`config.mk`:
```
export PLATFORM = sky130hd
export DESIGN_NAME = segre_store_buffer
export DESIGN_NICKNAME = d
export VERILOG_FILES = /design/src/rtl/segre_pkg.sv /design/src/rtl/segre_sb_fifo.sv /design/src/rtl/segre_store_buffer.sv
export SDC_FILE = /design/constraint.sdc
export NUM_CORES = 1
export LEC_CHECK = 0
export CORE_ASPECT_RATIO = 1.25
export CORE_MARGIN = 1
export CORE_UTILIZATION = 60
export CTS_CLUSTER_SIZE = 12
export DETAILED_ROUTE_END_ITERATION = 8
export DONT_BUFFER_PORTS = 1
export PLACE_DENSITY = 0.85
export SETUP_SLACK_MARGIN = 0.2
export SKIP_LAST_GASP = 1
export SYNTH_ARGS = -nofsm -noshare
export SYNTH_HDL_FRONTEND = slang
export SYNTH_SLANG_ARGS = --single-unit
export TNS_END_PERCENT = 1
```
`constraint.sdc`:
```
create_clock -name clk_i -period 4.1 [get_ports clk_i]
set_input_delay 0.82 -clock clk_i [delete_from_list [all_inputs] [get_ports clk_i]]
set_output_delay 0.82 -clock clk_i [all_outputs]
set_load 0.01 [all_outputs]
```
`src/rtl/segre_pkg.sv`:
```
// Shared SEGRE core types: address/word sizes, access sizes and
// store buffer entry/state definitions.
package segre_pkg;

    localparam int ADDR_SIZE = 32;
    localparam int WORD_SIZE = 32;

    typedef enum logic [1:0] {
        BYTE,
        HALF,
        WORD
    } memop_data_type_e;

    localparam int SB_DEPTH = 2;

    typedef struct packed {
        logic [ADDR_SIZE-1:0] addr;
        logic [WORD_SIZE-1:0] data;
        memop_data_type_e     memop;
    } sb_entry_t;

    typedef enum logic {
        IDLE,
        FLUSH
    } sb_state_e;

endpackage

```
`src/rtl/segre_sb_fifo.sv`:
```
// Circular entry storage for the store buffer: pointers, occupancy
// count and per-entry valid bits used by the forwarding scan.
module segre_sb_fifo
    import segre_pkg::*;
#(
    parameter int DEPTH = SB_DEPTH,
    parameter int PTR_W = $clog2(DEPTH)
) (
    input  logic                  clk_i,
    input  logic                  rsn_i,
    input  logic                  push_i,
    input  logic                  pop_i,
    input  sb_entry_t             entry_i,
    output sb_entry_t             head_o,
    output sb_entry_t [DEPTH-1:0] entries_o,
    output logic [DEPTH-1:0]      valid_o,
    output logic [PTR_W-1:0]      tail_o,
    output logic [PTR_W:0]        count_o,
    output logic                  full_o,
    output logic                  empty_o
);

    localparam logic [PTR_W-1:0] PTR_ONE  = PTR_W'(1);
    localparam logic [PTR_W:0]   CNT_ONE  = (PTR_W+1)'(1);
    localparam logic [PTR_W:0]   CNT_FULL = (PTR_W+1)'(DEPTH);

    sb_entry_t [DEPTH-1:0] mem_q, mem_d;
    logic [DEPTH-1:0]      valid_q, valid_d;
    logic [PTR_W-1:0]      head_q, head_d;
    logic [PTR_W-1:0]      tail_q, tail_d;
    logic [PTR_W:0]        count_q, count_d;
    logic                  push_ok, pop_ok;

    assign full_o  = (count_q == CNT_FULL);
    assign empty_o = (count_q == '0);
    assign push_ok = push_i && !full_o;
    assign pop_ok  = pop_i && !empty_o;

    always_comb begin
        mem_d   = mem_q;
        valid_d = valid_q;
        head_d  = head_q;
        tail_d  = tail_q;
        count_d = count_q;
        if (pop_ok) begin
            valid_d[head_q] = 1'b0;
            head_d          = head_q + PTR_ONE;
        end
        if (push_ok) begin
            mem_d[tail_q]   = entry_i;
            valid_d[tail_q] = 1'b1;
            tail_d          = tail_q + PTR_ONE;
        end
        unique case ({push_ok, pop_ok})
            2'b10:   count_d = count_q + CNT_ONE;
            2'b01:   count_d = count_q - CNT_ONE;
            default: count_d = count_q;
        endcase
    end

    always_ff @(posedge clk_i or negedge rsn_i) begin
        if (!rsn_i) begin
            mem_q   <= '0;
            valid_q <= '0;
            head_q  <= '0;
            tail_q  <= '0;
            count_q <= '0;
        end else begin
            mem_q   <= mem_d;
            valid_q <= valid_d;
            head_q  <= head_d;
            tail_q  <= tail_d;
            count_q <= count_d;
        end
    end

    assign head_o    = mem_q[head_q];
    assign entries_o = mem_q;
    assign valid_o   = valid_q;
    assign tail_o    = tail_q;
    assign count_o   = count_q;

endmodule

```
`src/rtl/segre_store_buffer.sv`:
```
// MEM-stage store buffer: queues cache-hit stores, drains them on idle
// cache cycles and forwards exact-match data to younger loads.
module segre_store_buffer
    import segre_pkg::*;
#(
    parameter int DEPTH = SB_DEPTH,
    parameter int PTR_W = $clog2(DEPTH)
) (
    input  logic                 clk_i,
    input  logic                 rsn_i,
    input  logic                 valid_mem_i,
    input  logic                 store_i,
    input  logic                 load_i,
    input  logic [ADDR_SIZE-1:0] addr_i,
    input  logic [WORD_SIZE-1:0] data_i,
    input  memop_data_type_e     memop_i,
    input  logic                 flush_i,
    input  logic                 dc_wr_ready_i,
    output logic                 dc_wr_o,
    output logic [ADDR_SIZE-1:0] dc_addr_o,
    output logic [WORD_SIZE-1:0] dc_data_o,
    output memop_data_type_e     dc_memop_o,
    output logic                 fwd_hit_o,
    output logic [WORD_SIZE-1:0] fwd_data_o,
    output logic                 draining_o,
    output logic                 full_o,
    output logic                 empty_o
);

    localparam logic [PTR_W:0] CNT_ONE = (PTR_W+1)'(1);

    sb_state_e             state_q, state_d;
    sb_entry_t             head, new_entry;
    sb_entry_t [DEPTH-1:0] entries;
    logic [DEPTH-1:0]      valid;
    logic [PTR_W-1:0]      tail;
    logic [PTR_W:0]        count;
    logic                  is_load, is_store;
    logic                  push, pop;
    logic                  hit, conflict;
    logic [WORD_SIZE-1:0]  hit_data;

    assign is_load   = valid_mem_i && load_i;
    assign is_store  = valid_mem_i && store_i;
    assign new_entry = '{addr: addr_i, data: data_i, memop: memop_i};

    segre_sb_fifo #(
        .DEPTH (DEPTH),
        .PTR_W (PTR_W)
    ) u_fifo (
        .clk_i     (clk_i),
        .rsn_i     (rsn_i),
        .push_i    (push),
        .pop_i     (pop),
        .entry_i   (new_entry),
        .head_o    (head),
        .entries_o (entries),
        .valid_o   (valid),
        .tail_o    (tail),
        .count_o   (count),
        .full_o    (full_o),
        .empty_o   (empty_o)
    );

    // Youngest entry sits just behind tail; the first word match decides.
    always_comb begin
        logic             found;
        logic [PTR_W-1:0] idx;
        found    = 1'b0;
        idx      = '0;
        hit      = 1'b0;
        conflict = 1'b0;
        hit_data = '0;
        for (int k = 0; k < DEPTH; k++) begin
            idx = tail - PTR_W'(k + 1);
            if (is_load && !found && valid[idx] &&
                entries[idx].addr[ADDR_SIZE-1:2] == addr_i[ADDR_SIZE-1:2]) begin
                found = 1'b1;
                if (entries[idx].addr == addr_i &&
                    entries[idx].memop == memop_i) begin
                    hit      = 1'b1;
                    hit_data = entries[idx].data;
                end else begin
                    conflict = 1'b1;
                end
            end
        end
    end

    assign draining_o = (state_q == FLUSH) || conflict || (full_o && is_store);
    assign dc_wr_o    = !empty_o && ((state_q == FLUSH) || !is_load);
    assign pop        = dc_wr_o && dc_wr_ready_i;
    assign push       = is_store && !draining_o;

    always_comb begin
        state_d = state_q;
        unique case (state_q)
            IDLE: begin
                if (conflict || (flush_i && !empty_o)) state_d = FLUSH;
            end
            FLUSH: begin
                if (empty_o || (count == CNT_ONE && pop)) state_d = IDLE;
            end
            default: state_d = IDLE;
        endcase
    end

    always_ff @(posedge clk_i or negedge rsn_i) begin
        if (!rsn_i) state_q <= IDLE;
        else        state_q <= state_d;
    end

    assign dc_addr_o  = head.addr;
    assign dc_data_o  = head.data;
    assign dc_memop_o = head.memop;
    assign fwd_hit_o  = hit;
    assign fwd_data_o = hit_data;

endmodule

```
==> flow_summary.yaml, run 1 <==
yosys:
  yosysUniqueCellTypes: 35
  synth_top_cell_by_area: "dfrtp_1"
  ys_ff_latch: 139
  synth_compound_area_share_pct: 3.85
  synth_top_family_by_area: "multiplexers"
  syn-num-nets: 892
  ys.flop_type: "dfrtp_1"
  muxShareOfSynthArea_pct: 34.4
  synthCells: 815
  ys_warn_count: 0
  syn-cell-area_um2: 9200
  synthSimpleGateAreaFrac_pct: 12.3
  yosys-top-cells-count: "139 x dfrtp_1, 129 x mux2_2, 73 x nand2_1, 70 x mux2i_1"
  synth_top_area_share_pct: 37.8
  seq_area_frac_synth_pct: 37.8
  postSynthAreaPerCell_um2: 11.3
  ys_async_sr_fraction_pct: 100
  synth_xor_area_share_pct: 6.85
  post-synth-top-count-cell: "dfrtp_1"
  synthAdderAreaFrac_pct: 0.544
  synth_area_leaders: "dfrtp_1 38%, mux2_2 16%, mux2_4 9.6%"
  synth-edff-count: 0
floorplanning:
  fp.dieH_um: 140
  core_area_um2: 15000
  start_util_pct: 61.5
  dieWidth_um: 113
  die-area_um2: 15800
  rows: 50
  io_pins: 176
power:
  switching_share_pct: 37.7
  seqPwrFrac_pct: 33.8
  switchingPower_mw: 3.30
  power_mw: 8.75
  internal_power_mw: 5.45
  vdd_drop_max_mv: 0.462
  power_leakage_nw: 4.58
  combPwrFrac_pct: 48.5
  powerDensity_nw_per_um2: 870
  clkPwrFrac_pct: 17.7
setup_path:
  critical_path_arrival_ps: 3180
  start_kind: "flop"
  crit_slowest_cell: "dfrtp_4"
  crit_path_max_fanout: 33
  path_cells: "bufbuf_16, mux2i_1, xnor2_1, nor3_1, nand4_1, nor4_2, nand2b_1, buf_12, a21oi_1, or2_2"
  max_stage_delay_ps: 540
  cp.required_ps: 3280
  crit_path_end_kind: "output port"
  path_class: "reg2out"
finish:
  regArea_um2: 3490
  drive_gt1_share_pct: 35.0
  n_antenna_cell: 0
  syn_to_final_growth_pct: 9.30
  fillers: 1063
  fin_nets: 883
  utilization_pct: 67.3
  multi_input_area_um2: 5380
  fin_cells: 1001
clock_network:
  cts_buffer_depth: 2
  tritoncts: "yes"
  clockRootBuffer: "clkbuf_16"
  cts_buffers: 17
  hold_buffers: 0
  cts.clk_slew.worst_paths_ps: 60
  insertion_delay_ps: 420
  clock_sinks: 139
  cts_max_level: 4
sta:
  setup_viol: 0
  rsz0062_at_grt: "true"
  fmax_mhz: 250
  period_needed_ps: 4000
  fin_crit_sh_pct: 97.6
  relSlewSlack_pct: 28.0
  hold_viol_final: 0
  worstMarginPinSlew_ps: 1080
  drv_slew: 0
  holdWs_ps: 97.4
  setup_tns_ps: 0
  finClkSkew_ps: 5.69
place:
  place_inst: 957
  place_congestion: 0.811
  hpwlAfterDp_um: 12900
  port_buffers: 0
global_route:
  grt_pass1_wl_um: 31800
  first_global_vias: 6105
  track_usage_pct: 25.9
  grt_max_degree: 140
  antenna_found_initial: 0
  grt_overflow: 0
hold_path:
  worstHoldPathType: "in2async"
route:
  drtPass1Iterations: 4
  drt_drc_violations_left: 0
  drt-initial-drc-count: 336
  wl_per_cell_um: 20.1
  viasPerCell: 5.94
  ant_nets: 0
  drt-total-wl_um: 20100
  num_vias: 5948
outcome:
  status: "finished clean"
job:
  maxCapViolations: 0
## power by group through the flow
| stage | combinational [mW] | clock, mW | sequential (mW) |
|---|---|---|---|
| after global placement | 3.88 | 0 | 2.92 |
| after floorplan | 3.67 | 0 | 2.57 |
| after global routing | 4.53 | 1.63 | 3.07 |
| final | 4.24 | 1.55 | 2.95 |
| after CTS | 4.25 | 1.58 | 2.93 |
| after detailed placement | 3.96 | 0 | 2.97 |
## critical path, delay by kind of cell, from the launching register on
| family | cells | cell delay [ps] |
|---|---|---|
| AO/OA/AOI/OAI | 1 | 60 |
| XOR/XNOR | 1 | 100 |
| buffers and inverters | 2 | 560 |
| flip-flops | 1 | 540 |
| multiplexers | 1 | 230 |
| AND/OR/NAND/NOR | 5 | 1250 |
## metrics by stage
stage | setup slack [ps] | area [um2]
3_5_place_dp | 321 | 9210
4_1_cts | 179 | 10000
5_1_grt | -37.8 | 10100
6_report | 99.2 | 10100
3_3_place_gp | 340 | 9210
2_1_floorplan | 553 | 9200
## layer usage
| layer | up-vias | routed length, um | GRT usage (%) |
|---|---|---|---|
| met3 | 30 | 1190 | 6.66 |
| met4 | 0 | 416 | 9.54 |
| li1 | 2821 | - | - |
| met5 | - | 0 | 0 |
| met1 | 2938 | 8100 | 29.0 |
| met2 | 159 | 10400 | 47.0 |
## placed cells by master, fill, tap and decap left out, types with 2 or more instances in the layout
cell / n
nand2_1: 73
xnor2_1: 48
mux2i_1: 68
mux2_1: 11
ha_1: 4
mux2_4: 59
a21oi_1: 66
clkbuf_1: 3
inv_1: 4
o21ai_0: 2
dfrtp_1: 137
mux2_2: 129
clkinv_2: 3
bufinv_16: 2
bufbuf_16: 3
mux2i_2: 2
xor2_1: 24
nand3_1: 4
buf_4: 14
nand2b_1: 66
nor4_1: 7
buf_12: 6
nor4_2: 5
or2_2: 32
nand4_1: 7
nor3_1: 2
clkbuf_16: 17
clkbuf_8: 6
dfrtp_4: 2
## cell type report
| type | count | area share (%) |
|---|---|---|
| tap | 182 | 2.26 |
| sequential | 139 | 34.7 |
| clock inverter | 6 | 0.821 |
| clock buffer | 26 | 5.16 |
| multi-input combinational | 620 | 53.5 |
| inverter | 4 | 0.149 |
| timing repair buffer | 24 | 3.48 |
## timing repair
action                                  4_1_cts  5_1_grt
endpoints found under the setup margin       34       34
hold endpoints to repair                      0        0
pin swaps                                     7        2
gates cloned                                  3        0
setup buffers                                 9        0
gates resized for setup                      11        2
## cell families (layout without fill, tap and decap cells)
family,Yosys count,in the layout
compound gates,70,70
xor+xnor,72,72
fa+ha+maj,4,4
buf+inv,56,60
flops,139,139
mux,269,269
simple gates,205,205
## worst paths after layout
kind	startpoint	end	slack, ps	cells past startpoint
setup / recovery	u_fifo.tail_o	fwd_data_o[23]	100	10
hold / removal	rsn_i	u_fifo.entries_o[20]	100	0
setup reg to reg	u_fifo.tail_o	u_fifo.entries_o[67]	360	11
hold reg to reg	u_fifo.count_o[0]	u_fifo.count_o[0]	520	1
max in group asynchronous	rsn_i	u_fifo.head_q	3790	0
min in group clk_i	u_fifo.count_o[0]	u_fifo.count_o[0]	520	1
## registers in the layout, summed over array words and instances, names as in the netlist
name              cells
u_fifo.count_o        2
state_q               1
u_fifo.head_q         1
u_fifo.entries_o    132
u_fifo.valid_o        2
u_fifo.tail_o         1
No activity file was read; power rests on OpenSTA's default activity.
==> run 2: changes to the inputs <==
==> constraint.sdc (replaced) <==
create_clock -name clk_i -period 4.1 [get_ports clk_i]
set_input_delay 0.615 -clock clk_i [delete_from_list [all_inputs] [get_ports clk_i]]
set_output_delay 0.615 -clock clk_i [all_outputs]
set_load 0.01 [all_outputs]
==> flow_summary.yaml, run 2 (synthesis gave the netlist of run 1 again) <==
setup_path:
  crit_path_max_fanout: 20
  path_class: "reg2out"
  critical_path_arrival_ps: 3320
  crit_path_end_kind: "output port"
  start_kind: "flop"
  cp.required_ps: 3480
sta:
  fmax_mhz: 254
  rsz0062_at_grt: "true"
  setup_tns_ps: 0
  fin_ws_ps: 162
  worstMarginPinSlew_ps: 1040
  holdWs_ps: 182
  finClkSkew_ps: 11.6
  period_needed_ps: 3940
  relSlewSlack_pct: 30.5
  fin_crit_sh_pct: 96.0
  hold_viol_final: 0
  setup_viol: 0
  drv_slew: 0
hold_path:
  worstHoldPathType: "in2async"
floorplanning:
  start_util_pct: 61.5
  die-area_um2: 15800
  core_area_um2: 15000
  io_pins: 176
  rows: 50
  fp.dieH_um: 140
  dieWidth_um: 113
global_route:
  grt_max_degree: 140
  track_usage_pct: 26.2
  first_global_vias: 6054
  grt_pass1_wl_um: 32200
  grt_overflow: 0
  antenna_found_initial: 0
finish:
  syn_to_final_growth_pct: 8.84
  layout_common_cells: "137 x dfrtp_1, 129 x mux2_2, 73 x nand2_1"
  n_antenna_cell: 0
  final_common_cell: "dfrtp_1"
  fin_nets: 878
  largest_reg_flops: 132
  fillers: 1101
  final_area_um2: 10000
  drive_gt1_share_pct: 34.5
clock_network:
  cts_buffer_depth: 2
  cts_buffers: 17
  cts.clk_slew.worst_paths_ps: 50
  insertion_delay_ps: 420
  tritoncts: "yes"
  clock_sinks: 139
  clockRootBuffer: "clkbuf_16"
  cts_max_level: 4
route:
  drt-total-wl_um: 20400
  wl_per_cell_um: 20.5
  ant_nets: 0
  drt-initial-drc-count: 264
  drtPass1Iterations: 4
  num_vias: 6030
  drt_drc_violations_left: 0
  viasPerCell: 6.05
power:
  powerDensity_nw_per_um2: 872
  vdd_drop_max_mv: 0.638
  power_leakage_nw: 4.55
  power_mw: 8.73
place:
  pre_cts_slack_ps: 523
  hpwlAfterDp_um: 13100
  place_congestion: 0.828
  placed_cell_area_um2: 9230
  port_buffers: 0
job:
  maxCapViolations: 0
outcome:
  status: "finished clean"
==> run 2: cell count changes in the layout (fill, tap and decap cells not counted), sizes merged <==
cell and delta:
buf -3, clkbuf +1, clkinvlp +1, clkinv -3
bufbuf -2, bufinv +1
==> run 2: stage by stage <==
step,std cells,utilization (%)
3_5_place_dp,958,61.7
4_1_cts,992,66.5
5_1_grt,996,67.0
3_3_place_gp,958,61.7
6_report,996,67.0
2_1_floorplan,815,-
==> run 2: timing repair <==
item                                    4_1_cts  5_1_grt
buffers inserted                              0        4
pin swaps                                     0        4
endpoints found under the setup margin       32       33
hold buffers                                  1        0
hold endpoints to repair                    139        0
gates resized for setup                       5       10
cloned                                        1        0
==> run 2: critical path: stages, from the launching register on <==
cell,delay [ps]
dfrtp_4,480
buf_12,200
mux2i_1,230
xnor2_1,90
nor4_1,600
nand4_1,320
or3b_1,450
mux2_4,340
nand3_1,170
==> run 2: path summary, 6_finish.rpt <==
check,from,to,slack (ps),cells past startpoint
worst max register to register,u_fifo.tail_o,u_fifo.entries_o[124],410,10
worst max-delay path,u_fifo.tail_o,draining_o,160,8
max in group asynchronous,rsn_i,u_fifo.head_q,3320,1
worst min register to register,u_fifo.valid_o[1],u_fifo.valid_o[1],510,2
min in group clk_i,addr_i[1],u_fifo.entries_o[35],320,1
worst min-delay path,rsn_i,u_fifo.entries_o[86],180,1
==> run 2: layout make-up <==
type,instances,area [um2],area share (%)
multi-input combinational,620,5390,53.8
sequential,139,3490,34.8
clock buffer,27,513,5.12
timing repair buffer,19,278,2.77
tap,182,228,2.27
clock inverter,5,105,1.05
inverter,4,15.0,0.150
==> run 2: power by group <==
group          switching (mW)  internal [mW]  total (mW)
registers               0.872           2.08        2.95
clock network           0.559           1.04        1.60
logic                    1.90           2.27        4.18
==> run 2: metal layers <==
metal  global-route usage, %  wire [um]  share of wire, %  vias to the layer above
li1                        -          -                 -                     2811
met1                    30.1       8030                39                     2972
met2                    45.1      10200                50                      203
met3                    7.57       1460               7.1                       44
met4                    11.8        723               3.5                        0
met5                       0          0                 0                        -
==> run 3: changes to the inputs <==
==> constraint.sdc (replaced) <==
create_clock -name clk_i -period 3.63 [get_ports clk_i]
set_input_delay 0.5445 -clock clk_i [delete_from_list [all_inputs] [get_ports clk_i]]
set_output_delay 0.5445 -clock clk_i [all_outputs]
set_load 0.01 [all_outputs]
==> flow_summary.yaml, run 3 (synthesis gave the netlist of run 1 again) <==
place:
  place_congestion: 0.806
  port_buffers: 0
  place_inst: 964
  hpwlAfterDp_um: 13400
global_route:
  antenna_found_initial: 0
  grt_pass1_wl_um: 32700
  grt_overflow: 0
  track_usage_pct: 26.8
  first_global_vias: 6140
  grt_max_degree: 140
sta:
  fin_ws_ps: -180
  worstMarginPinSlew_ps: 1050
  finClkSkew_ps: 5.83
  setup_viol: 34
  setup_tns_ps: -4890
  relSlewSlack_pct: 30.2
  rsz0062_at_grt: "true"
  fin_crit_sh_pct: 105
  hold_viol_final: 139
  holdWs_ps: -177
  drv_slew: 0
  fmax_mhz: 262
  period_needed_ps: 3810
route:
  drt-total-wl_um: 21500
  viasPerCell: 6.02
  drtPass1Iterations: 4
  drt-initial-drc-count: 309
  drt_drc_violations_left: 0
  ant_nets: 0
  wl_per_cell_um: 21.2
  num_vias: 6113
hold_path:
  worstHoldPathType: "in2async"
setup_path:
  crit_path_end_kind: "output port"
  cp.required_ps: 3090
  critical_path_arrival_ps: 3270
  crit_path_max_fanout: 8
  path_class: "reg2out"
  start_kind: "flop"
power:
  vdd_drop_max_mv: 0.543
  powerDensity_nw_per_um2: 968
  power_leakage_nw: 4.65
finish:
  drive_gt1_share_pct: 36.8
  regArea_um2: 3490
  final_common_cell: "dfrtp_1"
  largest_reg_flops: 132
  layout_common_cells: "137 x dfrtp_1, 129 x mux2_2, 73 x nand2_1"
  multi_input_area_um2: 5500
  n_antenna_cell: 0
  syn_to_final_growth_pct: 12.6
  fin_cells: 1016
  fillers: 1074
  fin_nets: 898
clock_network:
  clockRootBuffer: "clkbuf_16"
  cts_max_level: 4
  clock_sinks: 139
  cts_buffer_depth: 2
  tritoncts: "yes"
  cts_buffers: 17
  cts.clk_slew.worst_paths_ps: 60
  insertion_delay_ps: 420
floorplanning:
  die-area_um2: 15800
  io_pins: 176
  rows: 50
  start_util_pct: 61.5
  dieWidth_um: 113
  fp.dieH_um: 140
  core_area_um2: 15000
outcome:
  violations: "hold timing, setup timing"
  status: "finished, violations left"
job:
  maxCapViolations: 0
run 3: cell types whose count changed in the layout (fill, tap and decap cells not counted), moves of 3 or more:
cell | previous run | this run
or2_2 | 32 | 0
or2_4 | 0 | 32
buf_4 | 10 | 20
buf_12 | 5 | 9
clkbuf_1 | 5 | 1
clkbuf_16 | 17 | 21
buf_6 | 0 | 3
clkinv_2 | 0 | 3
run 3: worst max-delay path, stage by stage, from the launching register on:
cell and delay (ps):
dfrtp_4 540, buf_12 160, buf_16 130, mux2i_4 180
xnor2_2 140, nor4_2 250, buf_4 170, nand4_1 160
nor4_4 310, nand2b_4 280, clkbuf_16 200, a21oi_1 50
or2_4 250
run 3: final timing paths:
check,to,slack [ps],from,cells after the start
worst max-delay path,fwd_data_o[0],-180,u_fifo.tail_o,12
worst max register to register,u_fifo.entries_o[127],60,u_fifo.tail_o,11
max in group asynchronous,u_fifo.head_q,3510,rsn_i,0
min in group clk_i,u_fifo.entries_o[40],260,addr_i[6],1
worst min-delay path,u_fifo.entries_o[86],-180,rsn_i,0
worst min register to register,u_fifo.count_o[0],510,u_fifo.count_o[0],1
run 3: cell type report:
| class | instances | share of cell area (%) |
|---|---|---|
| timing repair buffer | 39 | 5.09 |
| sequential | 139 | 33.7 |
| clock buffer | 22 | 4.68 |
| multi-input combinational | 620 | 53.1 |
| clock inverter | 10 | 1.10 |
| inverter | 4 | 0.145 |
| tap | 182 | 2.20 |
run 3: repair_timing:
action                     in CTS  in global routing
hold endpoints to repair      139                139
gates cloned                    2                  4
pin swaps                       1                 20
setup buffers                   2                 12
setup endpoints to repair     158                165
resized for setup              10                 47
run 3: per-stage QoR:
stage	cell area (um2)	power [mW]	util (%)	hold slack, ps	worst slack [ps]
4_1_cts	10000	9.78	66.9	-194	-132
2_1_floorplan	9200	7.04	-	249	359
3_5_place_dp	9290	7.88	62.1	252	147
3_3_place_gp	9290	7.70	62.1	252	213
5_1_grt	10400	10.6	69.3	-200	-307
6_report	10400	10.0	69.3	-177	-180
run 3: routing by layer:
metal  track usage, %  routed length [um]  up-vias
met5                0                   0        -
met4             10.0                 507        0
met3             7.23                1340       29
met2             47.9               11100      176
met1             30.4                8610     3059
li1                 -                   -     2849
run 3: report_power, final:
| part | leakage [nW] | switching (mW) | internal (mW) |
|---|---|---|---|
| Clock | 0.285 | 0.659 | 1.08 |
| Combinational | 2.70 | 2.18 | 2.73 |
| Sequential | 1.67 | 1.02 | 2.35 |
| Total | 4.65 | 3.86 | 6.16 |
